$ cat src/rtl/hamming_decoder.sv
// -----------------------------------------------------------------------------
// hamming_decoder
//   Hamming(7,4) single-error-correcting decoder. It takes one 7-bit codeword,
//   computes the syndrome, flips the indicated bit and returns the four data
//   bits. It also keeps a saturating count of the words it has corrected.
//   Every nonzero syndrome is treated as a single-bit error. Double errors are
//   therefore miscorrected, and this is intentional.
//
// Ports
//   clk        in   1      system clock, all state changes on the rising edge
//   reset      in   1      synchronous, active-high reset
//   de_in      in   7      received codeword {p0,p1,d3,p2,d2,d1,d0} (bit6..bit0)
//   in_valid   in   1      de_in is valid
//   in_ready   out  1      decoder can accept a word (high only in IDLE)
//   de_out     out  4      corrected data {d3,d2,d1,d0}
//   syndrome   out  3      syndrome {s2,s1,s0} of the word in de_out
//   err_flag   out  1      syndrome nonzero, one bit was corrected
//   out_valid  out  1      de_out/syndrome/err_flag valid
//   out_ready  in   1      downstream accepts the result
//   err_count  out  CNT_W  saturating count of words with a nonzero syndrome
//
// Handshakes: a transfer happens on a rising edge where valid and ready are
//   both high. The input side is ready only in IDLE. The output side holds
//   out_valid and all result fields stable until out_ready is seen.
//   de_in only has to be valid during the cycle in which it is accepted.
// -----------------------------------------------------------------------------
module hamming_decoder #(
  parameter int CNT_W = 8
) (
  input  logic             clk,
  input  logic             reset,
  input  logic [6:0]       de_in,
  input  logic             in_valid,
  output logic             in_ready,
  output logic [3:0]       de_out,
  output logic [2:0]       syndrome,
  output logic             err_flag,
  output logic             out_valid,
  input  logic             out_ready,
  output logic [CNT_W-1:0] err_count
);

  localparam logic [1:0] ST_IDLE = 2'd0;
  localparam logic [1:0] ST_SYND = 2'd1;
  localparam logic [1:0] ST_CORR = 2'd2;
  localparam logic [1:0] ST_OUT  = 2'd3;

  logic [1:0]       state_q,     state_d;
  logic [6:0]       word_q,      word_d;
  logic [2:0]       syn_q,       syn_d;
  logic [3:0]       de_out_q,    de_out_d;
  logic [2:0]       syndrome_q,  syndrome_d;
  logic             err_flag_q,  err_flag_d;
  logic [CNT_W-1:0] err_count_q, err_count_d;

  logic [2:0] syn_calc;
  logic [6:0] flip_mask;
  logic [6:0] corrected;

  // The parity checks over the latched word. A nonzero result gives the
  // position of the faulty bit, so a single flipped bit yields a unique value.
  assign syn_calc = {word_q[3] ^ word_q[2] ^ word_q[1] ^ word_q[0],
                     word_q[5] ^ word_q[4] ^ word_q[1] ^ word_q[0],
                     word_q[6] ^ word_q[4] ^ word_q[2] ^ word_q[0]};

  always_comb begin
    flip_mask = 7'b000_0000;
    case (syn_q)
      3'd1:    flip_mask = 7'b100_0000;
      3'd2:    flip_mask = 7'b010_0000;
      3'd3:    flip_mask = 7'b001_0000;
      3'd4:    flip_mask = 7'b000_1000;
      3'd5:    flip_mask = 7'b000_0100;
      3'd6:    flip_mask = 7'b000_0010;
      3'd7:    flip_mask = 7'b000_0001;
      default: flip_mask = 7'b000_0000;
    endcase
  end

  assign corrected = word_q ^ flip_mask;

  always_comb begin
    state_d     = state_q;
    word_d      = word_q;
    syn_d       = syn_q;
    de_out_d    = de_out_q;
    syndrome_d  = syndrome_q;
    err_flag_d  = err_flag_q;
    err_count_d = err_count_q;
    case (state_q)
      ST_IDLE: begin
        if (in_valid) begin
          word_d  = de_in;
          state_d = ST_SYND;
        end
      end
      ST_SYND: begin
        syn_d   = syn_calc;
        state_d = ST_CORR;
      end
      ST_CORR: begin
        // The visible syndrome is updated together with de_out. This keeps
        // the two fields describing the same word.
        de_out_d   = {corrected[4], corrected[2], corrected[1], corrected[0]};
        syndrome_d = syn_q;
        err_flag_d = |syn_q;
        if ((|syn_q) && (err_count_q != {CNT_W{1'b1}})) begin
          err_count_d = err_count_q + CNT_W'(1);
        end
        state_d = ST_OUT;
      end
      ST_OUT: begin
        if (out_ready) begin
          state_d = ST_IDLE;
        end
      end
      default: state_d = ST_IDLE;
    endcase
  end

  always_ff @(posedge clk) begin
    if (reset) begin
      state_q     <= ST_IDLE;
      word_q      <= 7'd0;
      syn_q       <= 3'd0;
      de_out_q    <= 4'd0;
      syndrome_q  <= 3'd0;
      err_flag_q  <= 1'b0;
      err_count_q <= '0;
    end else begin
      state_q     <= state_d;
      word_q      <= word_d;
      syn_q       <= syn_d;
      de_out_q    <= de_out_d;
      syndrome_q  <= syndrome_d;
      err_flag_q  <= err_flag_d;
      err_count_q <= err_count_d;
    end
  end

  assign in_ready  = (state_q == ST_IDLE);
  assign out_valid = (state_q == ST_OUT);
  assign de_out    = de_out_q;
  assign syndrome  = syndrome_q;
  assign err_flag  = err_flag_q;
  assign err_count = err_count_q;

endmodule

$ cat config.mk
export PLATFORM = sky130hd
export DESIGN_NAME = hamming_decoder
export DESIGN_NICKNAME = d
export VERILOG_FILES = /design/src/rtl/hamming_decoder.sv
export SDC_FILE = /design/constraint.sdc
export NUM_CORES = 1
export LEC_CHECK = 0
export BUFFER_PORTS_ARGS = -buffer_cell sky130_fd_sc_hd__buf_4
export CAP_MARGIN = 20
export CORE_MARGIN = 2
export CORE_UTILIZATION = 56
export DETAILED_ROUTE_END_ITERATION = 7
export PLACE_DENSITY = 0.82
export SLEW_MARGIN = 10
export SYNTH_ARGS = -nofsm -noshare
export SYNTH_HDL_FRONTEND = slang
export SYNTH_SLANG_ARGS = --single-unit
$ cat constraint.sdc
create_clock -name clk -period 4.9 [get_ports clk]
set_input_delay 1.225 -clock clk [delete_from_list [all_inputs] [get_ports clk]]
set_output_delay 1.225 -clock clk [all_outputs]
set_load 0.1 [all_outputs]
==> Yosys cells after proc, flatten, opt, wreduce, memory -nomap -nowiden <==
Cells that the tools add are included.
{ "word_totals": {"reg_bits": 28, "inputBits": 11} }
{ "classes": {"n_reduce_logical": 6, "n_mux": 4, "n_addsub": 1, "n_eq_ne": 13, "bitwise": 10} }
{ "op_table": {"columns": ["cell", "count"], "rows": [
  ["5-bit one-hot mux with 7 select lines", 1],
  ["3-bit equality test (second input constant)", 4],
  ["1-bit XOR", 9],
  ["8-bit by 1-bit adder with 8-bit output (second input constant)", 1],
  ["8-bit inequality test (second input constant)", 1],
  ["2-bit one-hot mux with 4 select lines", 1],
  ["3-bit by 2-bit equality test with 1-bit output (second input constant)", 2],
  ["2-bit AND reduction", 3],
  ["5-bit XOR", 1],
  ["2-bit equality test (second input constant)", 2],
  ["2-bit two-way mux", 2],
  ["3-bit by 1-bit equality test with 1-bit output (second input constant)", 1],
  ["3-bit OR reduction", 1],
  ["2-bit by 1-bit equality test with 1-bit output (second input constant)", 1],
  ["2-bit logical NOT", 1],
  ["2-bit by 1-bit inequality test with 1-bit output (second input constant)", 1],
  ["2-bit inequality test (second input constant)", 1],
  ["1-bit logical AND", 1]
]} }

==> Longest topological paths before layout <==
{ "logic_depth": {"word_depth": 3, "depth_mapped": 7} }

==> Least setup slack after synthesis <==
OpenSTA, ideal clock, no wires.
{ "synth_path": {"kind": "register -> output", "startpoint": "reg state_q[0]", "endpoint": "out in_ready", "path_stages_with_launch": 3, "setup_slack_ns": 2.459, "t_arrival_ns": 1.216, "n_path_buf": 0, "path_cell_list": "dfxtp_1 inv_1 ha_1"} }
{ "synth_between": {"elab_chain_len": 1} }
{ "synth_lines": {"columns": ["element", "line", "rtl"], "rows": [
  ["start, declared", "48", "logic [1:0] state_q, state_d;"],
  ["start signal, assigned", "131", "state_q <= state_d;"],
  ["2-bit logical NOT", "141", "assign in_ready = (state_q == ST_IDLE);"],
  ["end, declared", "34", "output logic in_ready,"]
]} }
No other way between the ends.

==> Final worst setup path <==
Ends and elaborated chain as after synthesis.

==> impl_metrics.json <==
{
  "status": "completed",
  "antenna_left": 0,
  "drv_slew": 0,
  "async_flop_share_pct": 0,
  "synth_flop_cell": "dfxtp_1",
  "final_util_pct": 70.9,
  "hold_class": "reg2reg",
  "r2r_slack_ps": 2780,
  "syn_nets": 164,
  "slowest_delay_ps": 410,
  "nets": 188,
  "io_buffer_count": 28,
  "worstPathMaxFanout": 10,
  "finalWirelength_um": 2690,
  "fmax_mhz": 353,
  "critPathLaunchType": "flip-flop",
  "dp_hpwl_um": 2010,
  "netlist_instances": 147,
  "layout-drive-gt1-share_pct": 20.0,
  "cpMaxStageDelayCell": "ha_1",
  "globalRoute.totalOverflow": 0,
  "grt_pass1_vias": 994,
  "grt_util_all_layers_pct": 21.9,
  "floorplan.rows": 17,
  "synth_warnings": 0,
  "cts_resized": 0,
  "grt_max_degree": 29,
  "holdBufCountCts": 0,
  "synth-edff-count": 0,
  "maxCapViolCount": 0,
  "hold_end": "word_q[5]",
  "worst_setup_path_end_kind": "primary output",
  "critPathRequiredTime_ps": 3670,
  "setup_slack_ps": 2070,
  "setup_tns_ps": 0,
  "synth-seq-cells": 28,
  "skew_ps": 7.57,
  "worst_pin_slew_ps": 567,
  "yosysSeqAreaShare_pct": 42.8,
  "seq_area_um2": 561,
  "drtPass1Iterations": 4,
  "area_growth_pct": 19.7,
  "path_class": "reg2out",
  "p_leak_nw": 0.609,
  "fill_cells": 190,
  "cts_root_buf": "clkbuf_4",
  "slew_headroom_pct": 62.2,
  "finalSetupViolations": 0,
  "cts_buffers": 3,
  "place_ws_ps": 2500,
  "via_per_inst": 5.68,
  "grt_pass1_wl_um": 4360,
  "postCtsSetupBuffers": 0,
  "yosysMostFrequentCell": "dfxtp_1",
  "yosys.area.top_type": "dfxtp_1",
  "path_clk_slew_ps": 140,
  "route.detailed.drc": 0,
  "stdcell_count": 198,
  "r2r-end": "err_count[7]",
  "core_um2": 2210,
  "diodes": 0,
  "r2r-start": "state_q[0]",
  "rsz0062_at_grt": "false",
  "p_per_area_nw_per_um2": 572,
  "die_h_um": 52.4,
  "finalHoldViolCount": 0,
  "via_count": 1124,
  "cts_max_level": 1,
  "layout_worst_path_cycle_share_pct": 57.9,
  "clkSinkCount": 28,
  "clockBufferDepth": 2,
  "antenna_found_initial": 0,
  "ys_top_cells_by_area": "dfxtp_1, xnor2_1, ha_1, nor2_1, a21oi_1",
  "hold_start": "word_q[5]",
  "multi_input_area_um2": 694,
  "hold_depth": 2,
  "wl_per_cell_um": 13.6,
  "syn_avg_cell_area_um2": 8.91,
  "mappedNetlistArea_um2": 1310,
  "ir_drop_v": 0.000384,
  "yosys.cell_types.count": 32,
  "initialDrtViolationCount": 13,
  "layout_min_cycle_time_ps": 2830,
  "globalplace.congestion": 0.775,
  "clkLatencyLatePin_ps": 330,
  "synth.top_cells.by_count": "dfxtp_1, nor2_1, nand2_1",
  "path_cells": "inv_1 > ha_1 > buf_4",
  "synth_top_cell_area_share_pct": 42.8,
  "design.die.area_um2": 2740,
  "reg2regPathDepth": 6,
  "cts_tree": "done",
  "dp.cells": 194,
  "die-width_um": 52.4,
  "start_util_pct": 59.2,
  "ios": 29,
  "critical_path_arrival_ps": 1610
}
-- worst max-delay path: cells and delay by family (launching register included) --
| family | cells | cell delay (ps) |
|---|---|---|
| buffers and inverters | 2 | 510 |
| adder cells (fa/ha/maj) | 1 | 410 |
| flip-flops | 1 | 350 |
-- placed cells by master (no fill, tap or decap) --
cell type / n
a211oi_1: 6
nand3b_1: 1
and3_1: 1
dfxtp_1: 28
and4_1: 1
clkbuf_4: 3
o31a_4: 1
o21ai_2: 1
xnor2_1: 9
nand2_1: 12
o211ai_1: 2
or3_1: 3
xor2_1: 5
nand2b_1: 1
o21ai_0: 3
buf_4: 28
or4_1: 2
o41ai_1: 1
o22ai_1: 1
nand4_1: 2
mux2i_1: 5
o31ai_1: 2
bufinv_16: 1
nor3_1: 1
nor3b_1: 1
a21oi_1: 11
nor2_1: 16
a311oi_1: 2
inv_1: 4
ha_1: 6
nand3_1: 10
-- cell families after synthesis --
| group | after synthesis | share of synthesized area, % |
|---|---|---|
| compound gates | 30 | 15.6 |
| xor+xnor | 14 | 9.36 |
| fa+ha+maj | 6 | 5.73 |
| buf+inv | 13 | 4.20 |
| flops | 28 | 42.8 |
| mux | 5 | 3.82 |
| simple gates | 51 | 18.5 |
-- power by group --
| group | total [W] | switching, W | internal [W] |
|---|---|---|---|
| registers | 0.000324 | 0.0000519 | 0.000272 |
| logic | 0.000420 | 0.000298 | 0.000122 |
| clock network | 0.000152 | 0.0000695 | 0.0000828 |
-- area by class of cell --
cell class	count	share of cell area, %
clock buffer	3	1.44
tap	28	2.23
inverter	4	0.958
clock inverter	1	1.92
timing repair buffer	28	13.4
sequential	28	35.8
multi-input combinational	106	44.3
-- routing by layer --
metal | track usage [%] | up-vias | part of all wire, %
li1 | - | 563 | -
met1 | 27.2 | 526 | 44
met2 | 36.5 | 31 | 50
met3 | 3.43 | 4 | 4.6
met4 | 11.1 | 0 | 1.8
met5 | 0 | - | 0
-- metrics by stage --
stage | total power (W) | area, um2 | hold slack [ps]
final | 0.000896 | 1570 | 487
after global routing | 0.000943 | 1570 | 524
after CTS | 0.000900 | 1570 | 490
after detailed placement | 0.000747 | 1520 | 471
after global placement | 0.000731 | 1520 | 462
after floorplan | 0.000674 | 1310 | 450
-- worst max path at each step --
stage,start,to,depth (start not counted),slack [ps]
6_report,state_q[0],in_ready,3,2070
5_1_grt,state_q[0],in_ready,3,2020
4_1_cts,state_q[0],in_ready,3,2080
3_5_place_dp,state_q[0],in_ready,3,2500
3_3_place_gp,state_q[0],in_ready,3,2540
2_1_floorplan,state_q[0],in_ready,2,2460
-- state kept, by name (all words and copies together), names as in the netlist --
register,flops
syn_q,3
err_count,8
de_out,4
word_q,7
err_flag,1
syndrome,3
state_q,2
Note: power is estimated with default switching activity, not from simulation.
